<file path="src/rtl/cache_fe_arbiter.sv">
// cache_fe_arbiter: shares one cache front-end port between N_MASTERS
// requesters with round-robin arbitration. A grant is locked from the first
// valid cycle until the cache answers. A cache that answers in the request
// cycle sees no extra latency.
module cache_fe_arbiter #(
    parameter int N_MASTERS = 2,
    parameter int FE_ADDR_W = 32,
    parameter int FE_DATA_W = 32,
    parameter int FE_NBYTES = FE_DATA_W / 8
) (
    input  logic                           clk,
    input  logic                           reset,
    input  logic [N_MASTERS-1:0]           s_valid,
    input  logic [N_MASTERS*FE_ADDR_W-1:0] s_addr,
    input  logic [N_MASTERS*FE_DATA_W-1:0] s_wdata,
    input  logic [N_MASTERS*FE_NBYTES-1:0] s_wstrb,
    output logic [N_MASTERS-1:0]           s_ready,
    output logic [FE_DATA_W-1:0]           s_rdata,
    output logic                           m_valid,
    output logic [FE_ADDR_W-1:0]           m_addr,
    output logic [FE_DATA_W-1:0]           m_wdata,
    output logic [FE_NBYTES-1:0]           m_wstrb,
    input  logic                           m_ready,
    input  logic [FE_DATA_W-1:0]           m_rdata,
    output logic                           busy
);

    localparam int IDX_W = (N_MASTERS > 1) ? $clog2(N_MASTERS) : 1;

    typedef enum logic {
        IDLE,
        BUSY
    } state_t;

    state_t           state_q, state_d;
    logic [IDX_W-1:0] grant_q, grant_d;
    logic [IDX_W-1:0] prio_q, prio_d;
    logic [IDX_W-1:0] sel;
    logic [IDX_W-1:0] cand;
    logic [IDX_W-1:0] act;
    logic             found;
    logic             route;

    // Pointer increment with an explicit wrap, so non-power-of-two counts work
    function automatic logic [IDX_W-1:0] next_idx(input logic [IDX_W-1:0] i);
        if (int'(i) == N_MASTERS - 1) begin
            return '0;
        end
        return i + 1'b1;
    endfunction

    // Round-robin search: first valid requester at or after prio_q
    always_comb begin
        sel   = '0;
        found = 1'b0;
        cand  = prio_q;
        for (int k = 0; k < N_MASTERS; k++) begin
            if (!found && s_valid[cand]) begin
                found = 1'b1;
                sel   = cand;
            end
            cand = next_idx(cand);
        end
    end

    // Next-state, completion pulse and payload routing
    always_comb begin
        state_d = state_q;
        grant_d = grant_q;
        prio_d  = prio_q;
        act     = grant_q;
        route   = 1'b0;
        m_valid = 1'b0;
        s_ready = '0;
        busy    = 1'b0;
        case (state_q)
            IDLE: begin
                act     = sel;
                route   = found;
                m_valid = found;
                if (found) begin
                    if (m_ready) begin
                        s_ready[sel] = 1'b1;
                        prio_d       = next_idx(sel);
                    end else begin
                        grant_d = sel;
                        state_d = BUSY;
                    end
                end
            end
            BUSY: begin
                busy    = 1'b1;
                route   = 1'b1;
                m_valid = s_valid[grant_q];
                // A completion with no live request is ignored; the grant holds
                if (m_ready && m_valid) begin
                    s_ready[grant_q] = 1'b1;
                    prio_d           = next_idx(grant_q);
                    state_d          = IDLE;
                end
            end
            default: state_d = IDLE;
        endcase
        // Reset silences the port in the same cycle, abandoning any request
        if (reset) begin
            route   = 1'b0;
            m_valid = 1'b0;
            s_ready = '0;
            busy    = 1'b0;
        end
        m_addr  = route ? s_addr[int'(act)*FE_ADDR_W +: FE_ADDR_W]  : '0;
        m_wdata = route ? s_wdata[int'(act)*FE_DATA_W +: FE_DATA_W] : '0;
        m_wstrb = route ? s_wstrb[int'(act)*FE_NBYTES +: FE_NBYTES] : '0;
    end

    // Read data is broadcast unregistered; requesters qualify it with s_ready
    assign s_rdata = m_rdata;

    // State, grant and round-robin pointer registers
    always_ff @(posedge clk) begin
        if (reset) begin
            state_q <= IDLE;
            grant_q <= '0;
            prio_q  <= '0;
        end else begin
            state_q <= state_d;
            grant_q <= grant_d;
            prio_q  <= prio_d;
        end
    end

    // Cache must only signal completion against a live request
    a_ready_needs_valid: assert property (@(posedge clk) disable iff (reset) m_ready |-> m_valid);

    // At most one requester is completed per cycle
    a_ready_onehot: assert property (@(posedge clk) $onehot0(s_ready));

endmodule
</file>
<file path="config.mk">
export PLATFORM = sky130hd
export DESIGN_NAME = cache_fe_arbiter
export DESIGN_NICKNAME = d
export VERILOG_FILES = /design/src/rtl/cache_fe_arbiter.sv
export SDC_FILE = /design/constraint.sdc
export NUM_CORES = 1
export LEC_CHECK = 0
export CORE_AREA = 2 2 106 108
export CTS_CLUSTER_SIZE = 24
export DETAILED_ROUTE_END_ITERATION = 8
export DIE_AREA = 0 0 108 110
export GPL_ROUTABILITY_DRIVEN = 0
export PLACE_DENSITY = 0.69
export SETUP_SLACK_MARGIN = 0.4
export SYNTH_ARGS = -nofsm -noshare
export SYNTH_HDL_FRONTEND = slang
export SYNTH_SLANG_ARGS = --single-unit
</file>
<file path="constraint.sdc">
create_clock -name clk -period 2.38 [get_ports clk]
set_input_delay 0.238 -clock clk [delete_from_list [all_inputs] [get_ports clk]]
set_output_delay 0.238 -clock clk [all_outputs]
set_load 0.05 [all_outputs]
</file>
Yosys cells after proc, flatten, opt, wreduce, memory -nomap -nowiden:

Cells that the tools add are included.

* bits in registers: 3
* input bits: 173
* output and inout port bits: 104
* word-level logic and storage cells: 78

* $add $sub $neg: 3
* magnitude comparators: 6
* eq/ne operators: 3
* shift operators: 3
* mux-type cells: 51
* bitwise operators: 2
* reductions and logical operators: 7

Operators with widths (count)
* 64-bit by 7-bit variable part select with 32-bit output: 2
* 32-bit 2-to-1 mux: 2
* 1-bit 2-to-1 mux: 37
* 1-bit by 2-bit less-than comparator with 1-bit output, second input constant: 4
* 2-bit 2-to-1 mux: 4
* 1-bit one-hot mux with 2 select lines: 4
* 8-bit by 4-bit variable part select with 4-bit output: 1
* 3-bit AND reduction: 2
* 1-bit logical AND: 4
* 4-bit 2-to-1 mux: 1
* 2-bit != test, second input constant: 2
* 2-bit one-hot mux with 2 select lines: 1
* 1-bit adder, second input constant: 3
* 1-bit demux with 1-bit select: 2
* 1-bit >= comparator, second input constant: 2
* 2-bit by 1-bit != test with 1-bit output, second input constant: 1
* 1-bit inverter: 2
* 1-bit zero test: 1

Depth between registers and ports, before layout:

Gate-level depths: netlist of run 1.

* depth in word-level cells: 14
* depth in mapped cells: 6
* mapped depth without buffers: 3

Worst setup path before layout of run 1:

Ideal clock, no wire load.

* path kind: flip-flop to output port
* start point: register state_q
* end point: output s_ready[1]
* data arrival time: 2.546 ns
* required time: 2.142 ns
* path slack: -0.404 ns
* stages on the path, launching flop included: 6
* path buffers: 2
* cells stage by stage: dfxtp_1 > nand2_1 > a21boi_1 > buf_2 > buf_6 > nor4b_1

* longest elaborated chain between the ends: 3

RTL lines
* start: declaration: RTL line 35 `state_t state_q, state_d;`
* start signal: assignment: RTL line 126 `state_q <= state_d;`
* 1-bit inverter (no source line)
* 2-bit one-hot mux with 2 select lines (*): RTL line 76 `case (state_q)`
* 2-bit 2-to-1 mux (*): RTL line 105 `if (reset) begin`
* end: declaration: RTL line 17 `output logic [N_MASTERS-1:0] s_ready,`

Every way passes the cells marked *; elsewhere a longest branch is shown, timed or not.

Worst setup path after layout of run 1:

* start point: register prio_q
* end point: output m_wdata[2]

* longest elaborated chain between the ends: 9
* elaborated cells between the ends (all ways): 18
* classes of those cells: 1 x add/sub; 1 x shift; 14 x mux; 2 x reduce/logical

RTL lines
* start: declaration: RTL line 37 `logic [IDX_W-1:0] prio_q, prio_d;`
* start signal: assignment: RTL line 128 `prio_q <= prio_d;`
* 1-bit adder (tied with other cells): RTL line 49 `return i + 1'b1;`
* 1-bit 2-to-1 mux, on equally long branches: RTL line 49, 58
* 1-bit 2-to-1 mux (implied by the code): RTL line 58 `if (!found && s_valid[cand]) begin`
* 1-bit 2-to-1 mux (implied by the code) / 1-bit zero test (equally long branches): RTL line 58
* 1-bit logical AND: RTL line 58
* 1-bit 2-to-1 mux: RTL line 58
* 1-bit 2-to-1 mux / 1-bit one-hot mux with 2 select lines (equally long branches): RTL line 76
* 64-bit by 7-bit variable part select with 32-bit output / 1-bit 2-to-1 mux (equally long branches): RTL line 112, 105
* 32-bit 2-to-1 mux (*): RTL line 112 `m_wdata = route ? s_wdata[int'(act)*FE_DATA_W +: FE_DATA_W] : '0;`
* end: declaration: RTL line 21 `output logic [FE_DATA_W-1:0] m_wdata,`

Every way passes the cells marked *; elsewhere a longest branch is shown, timed or not. The select of a mux whose other input is x is not followed.

==> impl_metrics.yaml, run 1 <==
grt:
  track_usage_pct: 18.7
  grt_pass1_wl_mm: 17.3
  grt_max_degree: 77
  grt-ovfl-total: 0
  grt_pass1_vias: 3194
  antenna_found_initial: 0
setup_path:
  crit_fanout: 8
  rrSetupSlack_ns: 1.03
  path_class: "reg -> out"
  cp.arrival_ns: 1.81
  crit_required_ns: 2.14
  critPathLaunchType: "flop"
  cp-end-kind: "output port"
place:
  dpl-instance-area_um2: 5150
  dp_hpwl_mm: 7.19
  dp_slack_ns: 0.0894
  portBuffers: 212
routing:
  post_drt_wl_per_cell_um: 20.2
  viasPerCell: 5.01
  drt-pass1-iter-count: 6
  first_iter_violations: 146
  routed_wl_mm: 12.7
  drc: 0
  vias: 3159
  antenna_left: 0
logic_synthesis:
  synth_top_area_cell: "nand3b_1"
  syn_avg_cell_area_um2: 7.69
  ys_ff_latch: 3
  netlist_instances: 305
  yosys.cell_types.count: 24
  synth_top_cell_area_share_pct: 43.9
  netlist_area_um2: 2340
  ys_top_cells_by_area: "nand3b_1, mux2i_1, buf_4"
  yosysSeqAreaShare_pct: 2.56
  synth_nets: 478
  yosys_warnings: 0
layout:
  finalInstanceArea_um2: 6400
  area_growth_pct: 173
  fillers: 829
  drive_above_1_share_pct: 38.9
  seq_area_um2: 68.8
  layout_common_cells: "clkdlybuf4s50_1, nand3b_1, buf_12, mux2i_4, mux2i_2"
  nets: 665
  final_common_cell: "clkdlybuf4s50_1"
  multi_input_area_um2: 2490
  num_antenna_cells: 0
sta:
  tightest_slew_ns: 0.542
  slew_headroom_pct: 63.9
  fin_crit_sh_pct: 86.0
  setup_tns_ns: 0
  period_minus_slack_ns: 2.05
  holdWs_ns: 0.424
  slew_violations: 0
  fmax_mhz: 488
  worst_slack_ns: 0.333
  skew_ns: 0.00261
  rsz0062_at_grt: "yes"
  setup_violations: 0
  hold_viol_final: 0
floorplan:
  num_rows: 38
  die_w_um: 108
  dieHeight_um: 110
  initial_utilization_pct: 21.9
  fp.coreArea_um2: 10700
  io-pin-count: 277
  die_area_um2: 11900
min_path:
  hold_path.class: "in -> reg"
cts:
  root_buffer: "clkbuf_8"
  clock_latency_ns: 0.22
  cts_hold_buf: 0
  htreeDepth: 1
  clk_path_buf_depth: 2
  cts.sinks: 3
  tritoncts: "yes"
  numCtsBuffers: 3
  clkSlewWorstSetupHoldPaths_ns: 0.03
power:
  total_power_uw: 2090
  leakagePower_uw: 0.00236
  p_per_area_nw_per_um2: 327
  ir_drop_mv: 0.284
outcome:
  status: "completed"
run:
  cap_violations: 0
-- repair_timing --
item / 4_1_cts / 5_1_grt
setup buffers: 10 / 3
gates cloned: 14 / 5
endpoints found under the setup margin: 69 / 54
pin swaps: 6 / 3
resized for setup: 87 / 34
endpoints found under the hold margin: 0 / 0
-- logic make-up after synthesis --
family,share of synthesized area (%)
AND/OR/NAND/NOR,47.5
buffers and inverters,18.0
multiplexers,29.0
AO/OA/AOI/OAI,2.88
flip-flops,2.56
-- routing by layer --
metal	part of all wire, %	vias up	GRT usage [%]
met3	8.5	30	4.94
met4	1.5	0	3.75
met2	55	170	37.9
met5	0	-	0
met1	35	1499	19.2
li1	-	1460	-
-- cells in the mapped netlist --
| cell type | number |
|---|---|
| a21oi_1 | 4 |
| nor2_1 | 1 |
| a211oi_1 | 1 |
| buf_2 | 13 |
| nor4b_1 | 1 |
| nand3b_1 | 137 |
| or3_1 | 1 |
| nor2b_2 | 1 |
| a21boi_1 | 1 |
| o21bai_1 | 1 |
| mux2i_1 | 68 |
| o21a_1 | 1 |
| a2111oi_0 | 1 |
| buf_6 | 2 |
| nand3_1 | 2 |
| clkbuf_1 | 23 |
| inv_1 | 2 |
| nor3_1 | 2 |
| dfxtp_1 | 3 |
| nor2b_1 | 1 |
| a41oi_1 | 1 |
| buf_4 | 32 |
| nand2_1 | 2 |
| nand2b_1 | 4 |
-- worst max-delay path, cell delays in order, from the launching register on --
cell      delay [ns]
dfxtp_4         0.35
nand2b_4        0.15
a21boi_4        0.18
buf_12          0.15
buf_8           0.12
buf_12          0.15
mux2i_2         0.30
buf_12          0.18
-- through the flow --
step,util (%),cells
5_1_grt,59.8,631
4_1_cts,56.6,623
6_report,59.8,631
2_1_floorplan,-,305
3_3_place_gp,48.2,595
3_5_place_dp,48.2,595
-- worst paths after layout --
kind,start,end,depth (start not counted)
worst min register to register,grant_q,grant_q,2
worst max-delay path,prio_q,m_wdata[2],7
worst min-delay path,s_valid[1],prio_q,3
worst max register to register,state_q,state_q,5
-- state kept, by name, indices dropped and copies added (netlist names) --
| signal | flops |
|---|---|
| grant_q | 1 |
| prio_q | 1 |
| state_q | 1 |
-- area by class of cell --
cell class | instances | share of cell area (%)
repair buffers | 251 | 56.4
multi-input cells | 231 | 39.0
well taps | 140 | 2.74
flip-flops and latches | 3 | 1.08
clock buffers | 4 | 0.704
inverters | 2 | 0.117
-- power by group --
group          internal (µW)  total, µW  switching [µW]
Sequential              54.6       62.3            7.66
Clock                    115        156            40.9
Combinational           1020       1870             856
Total                   1180       2090             905
Power figures use the tool's default switching activity.
==> run 2, diff against run 1 <==
--- a/config.mk
+++ b/config.mk
@@ -6,7 +6,7 @@
 export NUM_CORES = 1
 export LEC_CHECK = 0
 export CORE_AREA = 2 2 106 108
-export CTS_CLUSTER_SIZE = 24
+export CTS_CLUSTER_SIZE = 25
 export DETAILED_ROUTE_END_ITERATION = 8
 export DIE_AREA = 0 0 108 110
 export GPL_ROUTABILITY_DRIVEN = 0
==> results of run 2 <==
Final layout, timing and power as in run 1 (identical DEF).
